<file path="config.mk">
export PLATFORM = sky130hd
export DESIGN_NAME = axi4_mem_port_arbiter
export DESIGN_NICKNAME = d
export VERILOG_FILES = /design/src/rtl/axi4_mem_port_arbiter.sv
export SDC_FILE = /design/constraint.sdc
export NUM_CORES = 1
export LEC_CHECK = 0
export ABC_CLOCK_PERIOD_IN_PS = 2000
export BUFFER_PORTS_ARGS = -buffer_cell sky130_fd_sc_hd__buf_2
export CAP_MARGIN = 20
export CELL_PAD_IN_SITES_DETAIL_PLACEMENT = 0
export CELL_PAD_IN_SITES_GLOBAL_PLACEMENT = 2
export CORE_AREA = 5 5 115 117
export CTS_CLUSTER_DIAMETER = 100
export CTS_CLUSTER_SIZE = 24
export DETAILED_ROUTE_END_ITERATION = 16
export DIE_AREA = 0 0 120 122
export GPL_ROUTABILITY_DRIVEN = 0
export GPL_TIMING_DRIVEN = 0
export PLACE_DENSITY = 0.83
export SETUP_SLACK_MARGIN = 0.5
export SYNTH_ARGS = -nofsm -noshare
export SYNTH_HDL_FRONTEND = slang
export SYNTH_SLANG_ARGS = --single-unit
export TNS_END_PERCENT = 10
</file>
<file path="constraint.sdc">
create_clock -name ACLK -period 2 [get_ports ACLK]
set_input_delay 0.1 -clock ACLK [delete_from_list [all_inputs] [get_ports ACLK]]
set_output_delay 0.1 -clock ACLK [all_outputs]
set_load 0.03 [all_outputs]
</file>
<file path="src/rtl/axi4_mem_port_arbiter.sv">
// Arbitrates one single-port synchronous memory between a write requester and a read requester.
// Ownership is locked per burst, with round-robin tie-break, hold-limit preemption and fixed-latency read return.
module axi4_mem_port_arbiter #(
   parameter int DATA_WIDTH     = 32,
   parameter int MEM_ADDR_WIDTH = 10,
   parameter int MAX_HOLD       = 16
) (
   input  logic                      ACLK,
   input  logic                      ARESET,
   input  logic                      wr_req,
   input  logic                      wr_last,
   input  logic [MEM_ADDR_WIDTH-1:0] wr_addr,
   input  logic [DATA_WIDTH-1:0]     wr_data,
   output logic                      wr_gnt,
   input  logic                      rd_req,
   input  logic                      rd_last,
   input  logic [MEM_ADDR_WIDTH-1:0] rd_addr,
   output logic                      rd_gnt,
   output logic [DATA_WIDTH-1:0]     rd_data,
   output logic                      rd_data_valid,
   output logic                      mem_en,
   output logic                      mem_we,
   output logic [MEM_ADDR_WIDTH-1:0] mem_addr,
   output logic [DATA_WIDTH-1:0]     mem_wdata,
   input  logic [DATA_WIDTH-1:0]     mem_rdata,
   output logic                      busy
);

   // state  | meaning
   // IDLE   | nobody owns the memory port
   // WR_OWN | write side owns the port until its last beat or preemption
   // RD_OWN | read side owns the port until its last beat or preemption
   typedef enum logic [1:0] {IDLE, WR_OWN, RD_OWN} state_t;

   localparam int HW = $clog2(MAX_HOLD);
   localparam logic [HW-1:0] HOLD_MAX = HW'(MAX_HOLD - 1);

   state_t                    state_q, state_d;
   logic [HW-1:0]             hold_q, hold_d;
   logic                      last_rd_q, last_rd_d;
   logic                      mem_en_q, mem_en_d;
   logic                      mem_we_q, mem_we_d;
   logic [MEM_ADDR_WIDTH-1:0] mem_addr_q, mem_addr_d;
   logic [DATA_WIDTH-1:0]     mem_wdata_q, mem_wdata_d;
   logic                      rd_pend_q, rd_vld_q;

   logic wr_acc, rd_acc, hold_full;

   assign wr_acc    = (state_q == WR_OWN) && wr_req;
   assign rd_acc    = (state_q == RD_OWN) && rd_req;
   assign hold_full = (hold_q == HOLD_MAX);

   always_comb begin
      state_d   = state_q;
      last_rd_d = last_rd_q;
      case (state_q)
         IDLE: begin
            if (wr_req && rd_req)
               state_d = last_rd_q ? WR_OWN : RD_OWN;
            else if (wr_req)
               state_d = WR_OWN;
            else if (rd_req)
               state_d = RD_OWN;
         end
         WR_OWN: begin
            if ((wr_acc && wr_last) || (hold_full && rd_req)) begin
               state_d   = rd_req ? RD_OWN : IDLE;
               last_rd_d = 1'b0;
            end
         end
         RD_OWN: begin
            if ((rd_acc && rd_last) || (hold_full && wr_req)) begin
               state_d   = wr_req ? WR_OWN : IDLE;
               last_rd_d = 1'b1;
            end
         end
         default: state_d = IDLE;
      endcase

      if (state_d != state_q)
         hold_d = '0;
      else if (state_q != IDLE && !hold_full)
         hold_d = hold_q + HW'(1);
      else
         hold_d = hold_q;
   end

   // Memory port is registered from whichever side had a beat accepted this cycle.
   always_comb begin
      mem_en_d    = wr_acc | rd_acc;
      mem_we_d    = wr_acc;
      mem_addr_d  = mem_addr_q;
      mem_wdata_d = mem_wdata_q;
      if (wr_acc) begin
         mem_addr_d  = wr_addr;
         mem_wdata_d = wr_data;
      end else if (rd_acc) begin
         mem_addr_d  = rd_addr;
      end
   end

   always_ff @(posedge ACLK) begin
      if (ARESET) begin
         state_q     <= IDLE;
         hold_q      <= '0;
         last_rd_q   <= 1'b1;
         mem_en_q    <= 1'b0;
         mem_we_q    <= 1'b0;
         mem_addr_q  <= '0;
         mem_wdata_q <= '0;
         rd_pend_q   <= 1'b0;
         rd_vld_q    <= 1'b0;
      end else begin
         state_q     <= state_d;
         hold_q      <= hold_d;
         last_rd_q   <= last_rd_d;
         mem_en_q    <= mem_en_d;
         mem_we_q    <= mem_we_d;
         mem_addr_q  <= mem_addr_d;
         mem_wdata_q <= mem_wdata_d;
         rd_pend_q   <= rd_acc;
         rd_vld_q    <= rd_pend_q;
      end
   end

   assign wr_gnt        = (state_q == WR_OWN);
   assign rd_gnt        = (state_q == RD_OWN);
   assign mem_en        = mem_en_q;
   assign mem_we        = mem_we_q;
   assign mem_addr      = mem_addr_q;
   assign mem_wdata     = mem_wdata_q;
   assign rd_data_valid = rd_vld_q;
   assign rd_data       = mem_rdata;
   assign busy          = (state_q != IDLE) || rd_pend_q || rd_vld_q;

endmodule

</file>
Yosys cells after proc, flatten, opt, wreduce, memory -nomap -nowiden
Cells that the tools add are included.
Cells by class
  shift operators: 0
  bitwise logic cells: 1
  multiply operators: 0
  div/mod/pow operators: 0
  equal/unequal tests: 6
  $lt $le $gt $ge: 0
  multiplexer cells: 14
  reductions and logical operators: 19
  add/subtract/negate cells: 1
Operators by type and width (number)
  two-way mux 10 bit: 2
  two-way mux 2 bit: 7
  logical AND 1 bit: 8
  case mux 2 bit (3 select lines): 1
  nonzero test 2 bit: 3
  adder 4 x 1 -> 4 bit, second input constant: 1
  equality test 4 bit, second input constant: 1
  logical OR 1 bit: 4
  != test 2 x 1 -> 1 bit, second input constant: 2
  two-way mux 1 bit: 3
  AND reduction 3 bit: 1
  equality test 2 x 1 -> 1 bit, second input constant: 1
  equality test 2 bit, second input constant: 1
  logical NOT 2 bit: 1
  != test 2 bit: 1
  case mux 1 bit (2 select lines): 1
  OR reduction 2 bit: 1
  logical NOT 1 bit: 1
  bitwise OR 1 bit: 1
Word-level totals
  bits in writable memories: 0
  bits in registers: 53
  memory bits (read-only): 0
  word-level logic and storage cells: 50
  output and inout bits: 80
  latch bits: 0
  input bits: 90
  memories: 0

Depth between registers and ports, before layout
  word-level depth: 8
  depth in mapped cells: 8
  depth with buffers taken out: 7

Worst setup path after synthesis
OpenSTA, ideal clock, no wires.
  kind: reg-to-reg
  from: reg state_q[0]
  to: reg hold_q[0]
  library setup time: 0.132 ns
  setup slack: 0.144 ns
  period minus slack after synthesis: 1.856 ns
  stages on the path, launching flop included: 8
  required time: 1.868 ns
  path buffers: 0
  data arrival time: 1.724 ns
  cell sequence: dfxtp_1 inv_1 ha_1 a21boi_1 o21bai_2 nand3_1 nor3_1 nor3_1
Between the ends
  cells in the longest elaborated chain, start to end: 8
  elaborated cells between the ends (all ways): 19
  classes of those cells: eq/ne (3); mux (6); reduce/logical (10)
Ends and longest elaborated chain
  start, declared: line 38  | state_t state_q, state_d;
  start signal, assigned: line 114  | state_q <= state_d;
  equality test 2 bit (*)
  net rd_gnt: line 18  | output logic rd_gnt,
  logical AND 1 bit: line 50  | assign rd_acc = (state_q == RD_OWN) && rd_req;
  logical AND 1 bit: line 72  | if ((rd_acc && rd_last) || (hold_full && wr_req)) begin
  logical OR 1 bit: line 72
  two-way mux 2 bit: line 72
  case mux 2 bit (3 select lines) (*): line 56  | case (state_q)
  != test 2 bit (*): line 80  | if (state_d != state_q)
  OR reduction 2 bit (no line) (*)
  end signal, assigned: line 115  | hold_q <= hold_d;
  end, declared: line 39  | logic [HW-1:0] hold_q, hold_d;
The timed path passes the listed nets; every way through them passes the cells marked *.
A chain may end at the register's enable or synchronous reset.

Worst setup path after layout
  from: reg hold_q[1]
  to: reg hold_q[3]
Between the ends
  cells in the longest elaborated chain, start to end: 7
  elaborated cells between the ends (all ways): 13
  classes of those cells: add/sub (1); eq/ne (2); mux (3); reduce/logical (7)
Ends and longest elaborated chain
  equality test 4 bit: line 51  | assign hold_full = (hold_q == HOLD_MAX);
  logical AND 1 bit, on equally long branches: line 72, 66
  logical OR 1 bit, on equally long branches: line 72, 66
  two-way mux 2 bit, on equally long branches: line 72, 66
  case mux 2 bit (3 select lines): line 56
  != test 2 bit: line 80
  OR reduction 2 bit (no line)
Several ways; a longest one is shown, not always the timed one.

==> results.toml <==
[power]
p_int_mw = 2.424
power_mw = 4.018
sequentialPowerShare_pct = 33.4
p_per_area_nw_per_um2 = 1085
p_comb_share_pct = 44.6
p_sw_share_pct = 39.68
pwr-share-clk_pct = 22.0
leakage_nw = 1.712
switching_power_mw = 1.594
vdd_drop_max_mv = 0.3368

[grt]
use_met3_pct = 3.993
grt_pass1_vias = 2488
antenna_found_initial = 3
use_met1_pct = 11.87
grt_usage_pct = 10.38
grt_start_max_net_pins = 17
use_met2_pct = 17.88
grt_pass1_wl_um = 12260
busiest_layer = "met2"
overflow = 0

[critical_path]
required_ns = 2.21
worstSetupStartpointType = "flop"
path_cells = "ha_2 -> and3_4 -> a221o_1 -> a31oi_2 -> o211ai_4 -> nor3_1"
cpMaxStageDelayCell = "a221o_1"
endpoint_kind = "flop"
critical_path.max_stage_delay_ns = 0.37
crit_type = "reg -> reg"
ff2ff_setup_slack_ns = 0.34
arrival_ns = 1.88
cp_max_fo = 5

[outcome]
outcome = "complete, no violations"

[floorplan]
io_pins = 170
fp-row-count = 41
fp.dieArea_um2 = 14640
coreArea_um2 = 12260
die-width_um = 120
die_h_um = 122
initial_core_util_pct = 20.00

[sta]
grt_setup_unrepaired = "true"
hold_violations = 0
worst_slack_ns = 0.3375
max_freq_ghz = 0.6015
fin_crit_sh_pct = 83.12
period_needed_ns = 1.662
skew_ns = 0.003018
drv_slew = 0
slew_headroom_pct = 62.70
setup_tns_ns = 0
setup_violations = 0
worstMarginPinSlew_ns = 0.5595

[clock_network]
clockRootBuffer = "clkbuf_16"
h-tree-depth = 2
clk_latency_ns = 0.29
cts_tree = "built"
cts_buffers = 5
clk_path_buf_depth = 2
clkTransAtPathRegs_ns = 0.07
clock-sinks = 53

[finish]
drive_gt1_share_pct = 47.39
finish.utilization_pct = 30.20
syn2layout_area_growth_pct = 50.97
fin_nets = 554

[drt]
wirelength_um = 8076
wl_per_cell_um = 13.22
num_vias = 2542
via_per_inst = 4.160
dr.pass1.iters = 4
drtIter0Drc = 71
drc = 0
ant_nets = 0

[yosys]
synth_cell_types = 39
ys_seq_elements = 53
synthCells = 313
yosysSeqAreaShare_pct = 43.27
syn-num-nets = 408
syn_area_um2 = 2452
syn_avg_cell_area_um2 = 7.835
yosysWarnings = 0

[placement]
dpl_worst_slack_ns = 0.1732
io_buffers = 134
dp_hpwl_um = 6326

[flow_run]
max_cap_violations = 0

[hold_path]
hold_path_class = "in -> reg"
## final timing paths
kind / from / endpoint / depth (start not counted)
setup / recovery: hold_q[1] / hold_q[3] / 6
hold / removal: wr_data[13] / mem_wdata[13] / 3
setup reg to reg: hold_q[1] / hold_q[3] / 6
hold reg to reg: mem_wdata[1] / mem_wdata[1] / 2
## registers in the layout, summed over array words and instances, names as in the netlist
name and count:
hold_q 4, mem_en 1, last_rd_q 1, mem_addr 10
rd_pend_q 1, state_q 2, mem_we 1, mem_wdata 32
rd_data_valid 1
## timing repair
item	CTS	global route
resized for setup	14	24
hold buffers	0	0
setup endpoints to repair	49	47
pin swaps	3	3
setup buffers	2	3
## logic make-up after synthesis
group,count (synthesis),share of synthesized area (%)
XOR/XNOR,1,0.3572
buffers and inverters,55,13.78
adder cells (fa/ha/maj),5,2.551
AND/OR/NAND/NOR,135,23.01
flip-flops,53,43.27
AO/OA/AOI/OAI,62,16.17
multiplexers,2,0.8673
## metrics by stage
stage	std cells	hold slack, ns	area (µm²)
2_1_floorplan	313	0.2360	2540
4_1_cts	607	0.02954	3606
5_1_grt	611	0.04055	3702
3_5_place_dp	597	0.3477	3398
3_3_place_gp	597	0.3419	3398
6_report	611	0.04503	3702
## cell type report
cell class / instances / area (µm²)
fillers: 1349 / 8558
multi-input cells: 205 / 1181
flip-flops and latches: 53 / 1071
repair buffers: 139 / 708.2
plain buffers: 52 / 380.4
well taps: 150 / 187.7
clock buffers: 6 / 138.9
inverters: 3 / 18.77
clock inverters: 2 / 13.76
diodes: 1 / 2.502
## layout by cell type (no fill, tap or decap), types with 2 or more instances in the layout
| master | n |
|---|---|
| a211oi_1 | 2 |
| a21oi_1 | 33 |
| a311oi_1 | 10 |
| and2_1 | 2 |
| and3_4 | 2 |
| buf_2 | 135 |
| buf_4 | 39 |
| buf_6 | 2 |
| buf_8 | 2 |
| clkbuf_1 | 7 |
| clkbuf_16 | 5 |
| clkbuf_2 | 4 |
| clkbuf_8 | 2 |
| dfxtp_1 | 49 |
| dfxtp_2 | 2 |
| dfxtp_4 | 2 |
| ha_4 | 3 |
| nand2_1 | 92 |
| nand2b_1 | 4 |
| nor2_1 | 20 |
| nor2b_1 | 3 |
| nor3_1 | 2 |
| nor3_2 | 2 |
| o211ai_1 | 2 |
| o21ai_0 | 4 |
## metal layers
layer | part of all wire (%) | wire (µm)
met5 | 0.33 | 27
met4 | 1.2 | 97
met3 | 9.1 | 732
met2 | 50 | 4043
met1 | 39 | 3176
## power by group through the flow
stage,combinational (mW),clock [mW],sequential (mW)
2_1_floorplan,0.893,0,1.63
3_3_place_gp,1.59,0,1.37
3_5_place_dp,1.62,0,1.38
4_1_cts,1.69,0.945,1.34
5_1_grt,1.95,0.970,1.37
6_report,1.79,0.885,1.34
## Yosys cell counts (all sizes together)
cell    instances  area share [%]
nand3           1            0.20
nand4b          1            0.36
a211oi          2            0.61
nor3            5             1.0
a311oi         10             3.6
nor2b           3            0.77
inv             3            0.46
mux2i           1            0.41
buf            36              11
clkbuf         16             2.4
nand3b          1            0.31
nor2           20             3.1
ha              5             2.6
nand2          94              14
a22o            1            0.36
o22ai           1            0.26
and3            3             1.0
a21oi          33             6.7
o41a            1            0.46
dfxtp          53              43
xnor2           1            0.36
or3             1            0.26
mux2            1            0.46
a21boi          2            0.61
o21bai          1            0.46
a31oi           1            0.26
o211ai          3             1.1
nand2b          4             1.0
o21ai           5             1.0
a21o            1            0.31
and2            2            0.51
a221o           1            0.41
## worst max-delay path: cells and delay by family, from the launching register on
kind	cells	cell delay [ns]
simple gates	2	0.32
fa+ha+maj	1	0.19
compound gates	3	0.75
flops	1	0.33
Note: power is estimated with default switching activity, not from simulation.
